## src/rtl/opb_sw_reg_bank_if.sv

```systemverilog
// OPB bus bundle between the PPC master side and the register bank slave.
// Bit 0 is the MSB on every vector, following OPB numbering.
interface opb_sw_reg_bank_if;
   logic [0:31] OPB_ABus;
   logic [0:3]  OPB_BE;
   logic [0:31] OPB_DBus;
   logic        OPB_RNW;
   logic        OPB_select;
   logic        OPB_seqAddr;
   logic [0:31] Sl_DBus;
   logic        Sl_xferAck;
   logic        Sl_errAck;
   logic        Sl_retry;
   logic        Sl_toutSup;

   modport master (
      output OPB_ABus, OPB_BE, OPB_DBus, OPB_RNW, OPB_select, OPB_seqAddr,
      input  Sl_DBus, Sl_xferAck, Sl_errAck, Sl_retry, Sl_toutSup
   );

   modport slave (
      input  OPB_ABus, OPB_BE, OPB_DBus, OPB_RNW, OPB_select, OPB_seqAddr,
      output Sl_DBus, Sl_xferAck, Sl_errAck, Sl_retry, Sl_toutSup
   );
endinterface

```

## src/rtl/opb_sw_reg_bank.sv

```systemverilog
// OPB slave register bank: C_NUM_REGS control words plus a commit register,
// with optional shadow staging so a group of words changes on a single commit.
//
// state  | meaning
// S_IDLE | waiting for select on a decoded address
// S_ACK  | single acknowledge cycle; read data driven
// S_HOLD | waiting for the master to drop select
module opb_sw_reg_bank #(
   parameter logic [31:0] C_BASEADDR   = 32'h0108_3900,
   parameter logic [31:0] C_HIGHADDR   = 32'h0108_39FF,
   parameter int          C_OPB_AWIDTH = 32,
   parameter int          C_OPB_DWIDTH = 32,
   parameter int          C_NUM_REGS   = 4,
   parameter logic [31:0] C_RESET_VAL  = 32'h0,
   parameter int          C_SHADOW     = 0,
   parameter string       C_FAMILY     = "virtex6"
) (
   input  logic                     OPB_Clk,
   input  logic                     OPB_Rst,
   opb_sw_reg_bank_if.slave         opb,
   output logic [C_NUM_REGS*32-1:0] user_data_out,
   output logic [C_NUM_REGS-1:0]    user_data_valid,
   output logic                     user_commit
);

   typedef enum logic [1:0] {S_IDLE, S_ACK, S_HOLD} state_t;

   state_t state, state_nxt;
   logic   start;

   logic [C_OPB_AWIDTH-1:0] addr, addr_rel, word_off;
   logic                    hit, cmt_hit;
   logic [C_NUM_REGS-1:0]   reg_hot;
   logic [C_OPB_DWIDTH-1:0] wdata;
   logic [3:0]              be;

   logic [C_NUM_REGS-1:0][31:0] live;
   logic [C_NUM_REGS-1:0][31:0] shadow;
   logic [C_NUM_REGS-1:0]       dirty;
   logic [31:0]                 commit_cnt;

   logic                    rnw_q;
   logic                    cmt_q;
   logic [C_NUM_REGS-1:0]   reg_sel_q;
   logic [C_OPB_DWIDTH-1:0] rd_data;

   function automatic logic [31:0] byte_merge(input logic [31:0] old_val,
                                              input logic [31:0] new_val,
                                              input logic [3:0]  en);
      logic [31:0] res;
      for (int b = 0; b < 4; b++)
         res[8*b +: 8] = en[b] ? new_val[8*b +: 8] : old_val[8*b +: 8];
      return res;
   endfunction

   // Bus vectors are MSB-at-0, so plain assignment lands OPB bit 0 on bit 31
   // and BE[0] on be[3], the most significant byte.
   assign addr     = opb.OPB_ABus;
   assign wdata    = opb.OPB_DBus;
   assign be       = opb.OPB_BE;
   assign addr_rel = addr - C_BASEADDR;
   assign word_off = addr_rel >> 2;
   assign hit      = (addr >= C_BASEADDR) && (addr <= C_HIGHADDR);
   assign cmt_hit  = hit && (word_off == C_OPB_AWIDTH'(C_NUM_REGS));

   always_comb begin
      reg_hot = '0;
      for (int i = 0; i < C_NUM_REGS; i++)
         reg_hot[i] = hit && (word_off == C_OPB_AWIDTH'(i));
   end

   always_ff @(posedge OPB_Clk) begin
      if (OPB_Rst) state <= S_IDLE;
      else         state <= state_nxt;
   end

   always_comb begin
      state_nxt = state;
      start     = 1'b0;
      case (state)
         S_IDLE: if (opb.OPB_select && hit) begin
            start     = 1'b1;
            state_nxt = S_ACK;
         end
         S_ACK:  state_nxt = S_HOLD;
         S_HOLD: if (!opb.OPB_select) state_nxt = S_IDLE;
         default: state_nxt = S_IDLE;
      endcase
   end

   always_ff @(posedge OPB_Clk) begin
      if (OPB_Rst) begin
         live            <= {C_NUM_REGS{C_RESET_VAL}};
         shadow          <= {C_NUM_REGS{C_RESET_VAL}};
         dirty           <= '0;
         commit_cnt      <= '0;
         user_data_valid <= '0;
         user_commit     <= 1'b0;
         rnw_q           <= 1'b0;
         cmt_q           <= 1'b0;
         reg_sel_q       <= '0;
      end else begin
         user_data_valid <= '0;
         user_commit     <= 1'b0;
         if (start) begin
            rnw_q     <= opb.OPB_RNW;
            cmt_q     <= cmt_hit;
            reg_sel_q <= reg_hot;
            if (!opb.OPB_RNW) begin
               for (int i = 0; i < C_NUM_REGS; i++) begin
                  if (reg_hot[i]) begin
                     if (C_SHADOW != 0) begin
                        shadow[i] <= byte_merge(shadow[i], wdata, be);
                        dirty[i]  <= 1'b1;
                     end else begin
                        live[i]            <= byte_merge(live[i], wdata, be);
                        user_data_valid[i] <= 1'b1;
                     end
                  end
               end
               if (cmt_hit) begin
                  user_commit <= 1'b1;
                  commit_cnt  <= commit_cnt + 32'd1;
                  if (C_SHADOW != 0) begin
                     for (int i = 0; i < C_NUM_REGS; i++)
                        if (dirty[i]) live[i] <= shadow[i];
                     user_data_valid <= dirty;
                     dirty           <= '0;
                  end
               end
            end
         end
      end
   end

   always_comb begin
      rd_data = '0;
      for (int i = 0; i < C_NUM_REGS; i++)
         if (reg_sel_q[i]) rd_data = rd_data | ((C_SHADOW != 0) ? shadow[i] : live[i]);
      if (cmt_q) rd_data = rd_data | commit_cnt;
   end

   assign user_data_out  = live;
   assign opb.Sl_xferAck = (state == S_ACK);
   // Wired-OR bus: drive zero everywhere except the read acknowledge cycle.
   assign opb.Sl_DBus    = (state == S_ACK && rnw_q) ? rd_data : '0;
   assign opb.Sl_errAck  = 1'b0;
   assign opb.Sl_retry   = 1'b0;
   assign opb.Sl_toutSup = 1'b0;

endmodule

```

## src/flat_wrapper.sv

```systemverilog
// flat-port wrapper written by rule: the top's interface ports become plain ports
module opb_sw_reg_bank_flat 
#(
   parameter logic [31:0] C_BASEADDR   = 32'h0108_3900,
   parameter logic [31:0] C_HIGHADDR   = 32'h0108_39FF,
   parameter int          C_OPB_AWIDTH = 32,
   parameter int          C_OPB_DWIDTH = 32,
   parameter int          C_NUM_REGS   = 4,
   parameter logic [31:0] C_RESET_VAL  = 32'h0,
   parameter int          C_SHADOW     = 0,
   parameter string       C_FAMILY     = "       "
)
  (OPB_Clk, OPB_Rst, user_data_out, user_data_valid, user_commit, opb_OPB_ABus, opb_OPB_BE, opb_OPB_DBus, opb_OPB_RNW, opb_OPB_select, opb_OPB_seqAddr, opb_Sl_DBus, opb_Sl_xferAck, opb_Sl_errAck, opb_Sl_retry, opb_Sl_toutSup);
  opb_sw_reg_bank_if opb_i ();
  input  logic OPB_Clk;
  input  logic OPB_Rst;
  output logic [C_NUM_REGS*32-1:0] user_data_out;
  output logic [C_NUM_REGS-1:0] user_data_valid;
  output logic user_commit;
  input wire logic [$bits(opb_i.OPB_ABus)-1:0] opb_OPB_ABus;
  input wire logic [$bits(opb_i.OPB_BE)-1:0] opb_OPB_BE;
  input wire logic [$bits(opb_i.OPB_DBus)-1:0] opb_OPB_DBus;
  input wire logic [$bits(opb_i.OPB_RNW)-1:0] opb_OPB_RNW;
  input wire logic [$bits(opb_i.OPB_select)-1:0] opb_OPB_select;
  input wire logic [$bits(opb_i.OPB_seqAddr)-1:0] opb_OPB_seqAddr;
  output wire logic [$bits(opb_i.Sl_DBus)-1:0] opb_Sl_DBus;
  output wire logic [$bits(opb_i.Sl_xferAck)-1:0] opb_Sl_xferAck;
  output wire logic [$bits(opb_i.Sl_errAck)-1:0] opb_Sl_errAck;
  output wire logic [$bits(opb_i.Sl_retry)-1:0] opb_Sl_retry;
  output wire logic [$bits(opb_i.Sl_toutSup)-1:0] opb_Sl_toutSup;
  assign opb_i.OPB_ABus = opb_OPB_ABus;
  assign opb_i.OPB_BE = opb_OPB_BE;
  assign opb_i.OPB_DBus = opb_OPB_DBus;
  assign opb_i.OPB_RNW = opb_OPB_RNW;
  assign opb_i.OPB_select = opb_OPB_select;
  assign opb_i.OPB_seqAddr = opb_OPB_seqAddr;
  assign opb_Sl_DBus = opb_i.Sl_DBus;
  assign opb_Sl_xferAck = opb_i.Sl_xferAck;
  assign opb_Sl_errAck = opb_i.Sl_errAck;
  assign opb_Sl_retry = opb_i.Sl_retry;
  assign opb_Sl_toutSup = opb_i.Sl_toutSup;
  opb_sw_reg_bank #(.C_BASEADDR(C_BASEADDR), .C_HIGHADDR(C_HIGHADDR), .C_OPB_AWIDTH(C_OPB_AWIDTH), .C_OPB_DWIDTH(C_OPB_DWIDTH), .C_NUM_REGS(C_NUM_REGS), .C_RESET_VAL(C_RESET_VAL), .C_SHADOW(C_SHADOW), .C_FAMILY(C_FAMILY)) u_core (.OPB_Clk(OPB_Clk), .OPB_Rst(OPB_Rst), .opb(opb_i), .user_data_out(user_data_out), .user_data_valid(user_data_valid), .user_commit(user_commit));
endmodule
```

## config.mk

```make
export PLATFORM = sky130hd
export DESIGN_NAME = opb_sw_reg_bank_flat
export DESIGN_NICKNAME = d
export VERILOG_FILES = /design/src/rtl/opb_sw_reg_bank_if.sv /design/src/rtl/opb_sw_reg_bank.sv /design/src/flat_wrapper.sv
export SDC_FILE = /design/constraint.sdc
export NUM_CORES = 1
export LEC_CHECK = 0
export BUFFER_PORTS_ARGS = -buffer_cell sky130_fd_sc_hd__buf_2
export CAP_MARGIN = 20
export CORE_MARGIN = 3
export CORE_UTILIZATION = 47
export CTS_CLUSTER_DIAMETER = 200
export DETAILED_ROUTE_END_ITERATION = 6
export GPL_TIMING_DRIVEN = 0
export PLACE_DENSITY = 0.77
export SYNTH_ARGS = -nofsm -noshare
export SYNTH_HDL_FRONTEND = slang
export SYNTH_SLANG_ARGS = --single-unit
```

## constraint.sdc

```tcl
create_clock -name OPB_Clk -period 2.61 [get_ports OPB_Clk]
set_input_delay 0.522 -clock OPB_Clk [delete_from_list [all_inputs] [get_ports OPB_Clk]]
set_output_delay 0.522 -clock OPB_Clk [all_outputs]
set_load 0.02 [all_outputs]
```

After elaboration in Yosys (flattened, before gate mapping) --
Index checks and enable logic that the tools add are counted.
Word-level totals: flip-flop bits (word level) 173, bits in latches 0, memory bits (writable) 0, bits in read-only memories 0, input port bits 73, output and inout bits 169, logic and storage cells 86, memories 0
Operators by class: add/subtract/negate cells 2, multiply operators 0, divide/modulo/power cells 0, $lt $le $gt $ge 2, eq/ne operators 8, shift operators 0, mux-type cells 16, bitwise operators 6, reductions and logical operators 29
Operators with widths (number):
- $mux 32 | 6
- $or 32x32->32 | 4
- $reduce_and 4->1 | 16
- $eq 30x2->1 const B | 2
- $add 32x1->32 const B | 1
- $ge 32x25->1 const B | 1
- $le 32x25->1 const B | 1
- $logic_not 32->1 | 1
- $sub 32x25->32 const B | 1
- $eq 30x1->1 const B | 1
- $eq 30x3->1 const B | 1
- $logic_and 1x1->1 | 8
- $mux 1 | 7
- $pmux 2 s3 | 1
- $mux 2 | 2
- $reduce_and 3->1 | 1
- $reduce_or 3->1 | 1
- $eq 2x1->1 const B | 1
- $eq 2x2->1 const B | 1
- $logic_not 2->1 | 1
- $ne 2x1->1 const B | 1
- $ne 2x2->1 const B | 1
- $not 1->1 | 2
- $reduce_and 2->1 | 1

Logic depth before layout (Yosys ltp) --
depth in word-level cells 10, mapped depth 8, depth with buffers taken out 6

Worst setup path before layout --
OpenSTA, ideal clock, no wires.
path kind input to register, start input port opb_OPB_ABus[27], end register u_core.commit_cnt[12], setup time 0.132 ns, arrival time 2.590 ns, required time 2.478 ns, path slack -0.112 ns, stages 6, path buffers 1, path through or3_1 -> or4b_4 -> or4b_1 -> buf_2 -> o41ai_1 -> a21oi_1
Between the ends: word-level cells in the longest chain between the ends 6, elaborated cells on any way between the ends 10, those cells by class add/sub: 1; order compare: 2; eq/ne: 1; mux: 2; reduce/logical: 4
RTL lines:
- start, declared | RTL line flat_wrapper.sv:20 | input wire logic [$bits(opb_i.OPB_ABus)-1:0] opb_OPB_ABus;
- branches (longest 5 deep; another with $sub 32x25->32)
- $reduce_and 3->1 (no source line) *
- end signal, assigned | RTL line opb_sw_reg_bank.sv:123 | commit_cnt <= commit_cnt + 32'd1;
- end, declared | RTL line opb_sw_reg_bank.sv:40 | logic [31:0] commit_cnt;
Mark *: on every way between the ends. A chain may end at the register's enable or synchronous reset.

Worst setup path after layout --
start register u_core.reg_sel_q[0], end output port opb_Sl_DBus[10]
Between the ends: word-level cells in the longest chain between the ends 10
RTL lines:
- start, declared | RTL line opb_sw_reg_bank.sv:44 | logic [C_NUM_REGS-1:0] reg_sel_q;
- start signal, assigned | RTL line opb_sw_reg_bank.sv:108 | reg_sel_q <= reg_hot;
- $mux 32 * | RTL line opb_sw_reg_bank.sv:139 | if (reg_sel_q[i]) rd_data = rd_data | ((C_SHADOW != 0) ? shadow[i] : live[i]);
- $or 32x32->32 | RTL line opb_sw_reg_bank.sv:139
- $mux 32 * | RTL line opb_sw_reg_bank.sv:139
- $or 32x32->32 | RTL line opb_sw_reg_bank.sv:139
- $mux 32 * | RTL line opb_sw_reg_bank.sv:139
- $or 32x32->32 | RTL line opb_sw_reg_bank.sv:139
- $mux 32 * | RTL line opb_sw_reg_bank.sv:139
- $or 32x32->32 | RTL line opb_sw_reg_bank.sv:140 | if (cmt_q) rd_data = rd_data | commit_cnt;
- $mux 32 * | RTL line opb_sw_reg_bank.sv:140
- $mux 32 * | RTL line opb_sw_reg_bank.sv:146 | assign opb.Sl_DBus = (state == S_ACK && rnw_q) ? rd_data : '0;
- end, declared | RTL line flat_wrapper.sv:26 | output wire logic [$bits(opb_i.Sl_DBus)-1:0] opb_Sl_DBus;
Every way passes the cells marked *; elsewhere a longest branch is shown, timed or not.

==> impl_metrics.toml <==
[routing]
detail_route.drc_violations = 2
vias = 10200
routed_via_density = 6.65
drtIter0Drc = 1768
routed_wl_mm = 35.7
drtAntennaViolNets = 0
routedWlPerCell_um = 23.3
dr.pass1.iters = 7

[status]
status = "complete, but fails checks"
violations = "DRC, setup timing"

[logic_synthesis]
synth_area_per_cell_um2 = 7.86
synth_top_area_share = 0.423
yosysMostFrequentCell = "a21oi_1"
synth_edf_count = 0
syn_area_um2 = 8200
synthTopCellsByCount = "a21oi_1 (200), dfxtp_1 (173), nand3_1 (160), o21ai_0 (132), clkbuf_1 (97)"
synth_area_leader_cell = "dfxtp_1"
synth-seq-cells = 173
yosys-top-cells-area = "dfxtp_1 (42%), a21oi_1 (12%), nand3_1 (9.8%), o21ai_0 (8.1%), clkbuf_1 (4.4%)"
syn_inst = 1043
synthFlopType = "dfxtp_1"
async_flop_share = 0
ys_seq_area_frac = 0.423
synth_warnings = 0
synth_cell_type_count = 43

[global_routing]
antenna_found_initial = 1
grt_overflow = 0
grt_pass1_vias = 9236
top_usage_layer = "met2"
grt_usage = 0.351
grt_use_met1 = 0.463
grt_max_degree = 17
use_met2 = 0.538
use_met3 = 0.108
grt_pass1_wl_mm = 53.6

[timing]
fmax_mhz = 383
fin_ws_ns = -0.00172
setup_tns_ns = -0.00172
tightest_slew_ns = 0.855
hold_ws_ns = 0.370
finalCritPeriodShare = 1.00
min_period_ns = 2.61
maxSlewHeadroom = 0.430
finalHoldViolations = 0
finalMaxSlewViolations = 0
skew_ns = 0.00765
setup_viol = 1
grt_setup_unrepaired = "no"

[power]
switching_share = 0.242
p_seq_frac = 0.484
p_comb_frac = 0.041
peakVddDrop_mv = 0.484
power.density_nw_per_um2 = 521
leakage_nw = 3.83
p_clk_frac = 0.474
power.switching_mw = 1.32
internal-power_mw = 4.13

[worst_setup_path]
worstPathRequired_ns = 2.09
critPathMaxFanout = 10
worstSetupEndpointType = "output pin"
crit_type = "flip-flop to output pin"
start_kind = "flip-flop"
arrival_ns = 2.09

[floorplan]
initial_core_util = 0.487
die_area_um2 = 19100
die-height_um = 138
die_w_um = 138
core_um2 = 16800
io_pins = 242
rows = 47

[cts]
clock_latency_ns = 0.44
root_buffer = "clkbuf_16"
clk_path_buf_depth = 2
path_clk_slew_ns = 0.07
cts_tree = "yes"
cts-hold-fix-buffers = 0
h-tree-depth = 4
clkSinkCount = 173
cts_made_buffers = 17

[run]
max_cap_violations = 0

[finish]
area_growth_pct = 27.6
nFillCells = 1537
layout-drive-gt1-share = 0.261
layout.nets = 1373

[placed_design]
post-dp-hpwl_mm = 26.1
io_buffers = 236
place.gp.congestion = 0.959

[hold_path]
worstHoldPathType = "primary input to flip-flop"
==> final timing paths <==
check | startpoint | endpoint | slack (ns) | depth (start not counted)
worst max-delay path | u_core.reg_sel_q[0] | opb_Sl_DBus[10] | -0.002 | 4
worst min-delay path | opb_OPB_DBus[16] | u_core.user_data_out[48] | 0.37 | 3
worst min register to register | u_core.rnw_q | u_core.rnw_q | 0.46 | 2
worst max register to register | u_core.state[1] | u_core.user_data_out[121] | 0.16 | 7
==> sequential cells by signal (all words and copies together) (netlist names) <==
signal                  cells
u_core.user_data_valid      4
u_core.cmt_q                1
u_core.commit_cnt          32
u_core.user_data_out      128
u_core.user_commit          1
u_core.state                2
u_core.rnw_q                1
u_core.reg_sel_q            4
==> placed cells by master (no fill, tap or decap), drive strengths merged, types with 4 or more instances in the layout <==
| master | netlist | routed |
|---|---|---|
| clkbuf | 97 | 107 |
| and4 | 5 | 5 |
| or4 | 16 | 16 |
| dfxtp | 173 | 173 |
| nor3 | 7 | 7 |
| buf | 10 | 252 |
| a222oi | 32 | 32 |
| inv | 11 | 14 |
| or3 | 7 | 7 |
| o21ai | 132 | 132 |
| nand2b | 7 | 7 |
| a22oi | 32 | 32 |
| a21oi | 200 | 200 |
| nand3 | 160 | 160 |
| nor4 | 4 | 4 |
| nand4 | 14 | 14 |
| o31ai | 16 | 16 |
| nor2 | 34 | 34 |
| nand4b | 8 | 8 |
| and3 | 19 | 19 |
| clkinv | 0 | 7 |
| nand2 | 24 | 24 |
| o41ai | 8 | 8 |
| or2 | 5 | 5 |
==> cells by family (layout without fill, tap and decap cells) <==
kind of cell | count (synthesis) | in the layout | synth area share
DFF | 173 | 173 | 0.423
adders and majority gates | 1 | 1 | 0.00153
other | 1 | 4 | 0.000458
and+or+nand+nor | 322 | 322 | 0.214
AOI/OAI and AO/OA | 427 | 427 | 0.303
muxes | 1 | 1 | 0.00137
buffers and inverters | 118 | 385 | 0.0576
==> stage by stage <==
stage | power, mW | utilization | cell area (um^2) | worst slack [ns] | instances
after floorplan | 2.77 | - | 8260 | -0.0992 | 1045
after global placement | 2.90 | 0.578 | 9720 | -0.834 | 1501
after detailed placement | 2.91 | 0.578 | 9720 | -0.882 | 1501
after CTS | 5.40 | 0.616 | 10400 | -0.00446 | 1533
after global routing | 5.52 | 0.622 | 10500 | 0.00484 | 1533
final | 5.45 | 0.622 | 10500 | -0.00172 | 1533
==> power by group through the flow <==
stage / logic [mW] / clock network, mW / registers, mW
final: 0.224 / 2.58 / 2.64
after global routing: 0.232 / 2.65 / 2.64
after CTS: 0.210 / 2.55 / 2.64
after detailed placement: 0.207 / 0 / 2.70
after global placement: 0.205 / 0 / 2.70
after floorplan: 0.0753 / 0 / 2.70
==> cell type report <==
class,instances,area (um^2),area share
Antenna cell,1,2.50,0.000239
Buffer,104,508,0.0486
Clock buffer,17,425,0.0407
Clock inverter,15,165,0.0158
Inverter,11,41.3,0.00395
Multi-Input combinational cell,754,4380,0.419
Sequential cell,173,3460,0.331
Tap cell,220,275,0.0263
Timing Repair Buffer,238,1200,0.114
==> worst max-delay path, cell delays in order (launching register included) <==
cell      delay [ns]
dfxtp_1         0.42
clkbuf_8        0.22
a222oi_1        0.62
a21oi_1         0.18
buf_2           0.20
==> layer usage <==
layer	share of wire	wire [um]	vias up
met5	0	0	-
met4	0.043	1520	0
met3	0.15	5350	136
met2	0.44	15700	874
met1	0.37	13100	4723
li1	-	-	4468
==> what timing repair did <==
item,4_1_cts,5_1_grt
endpoints found under the setup margin,167,144
resized for setup,31,47
pin swaps,1,6
buffers inserted,0,2
No activity file was read; power rests on OpenSTA's default activity.
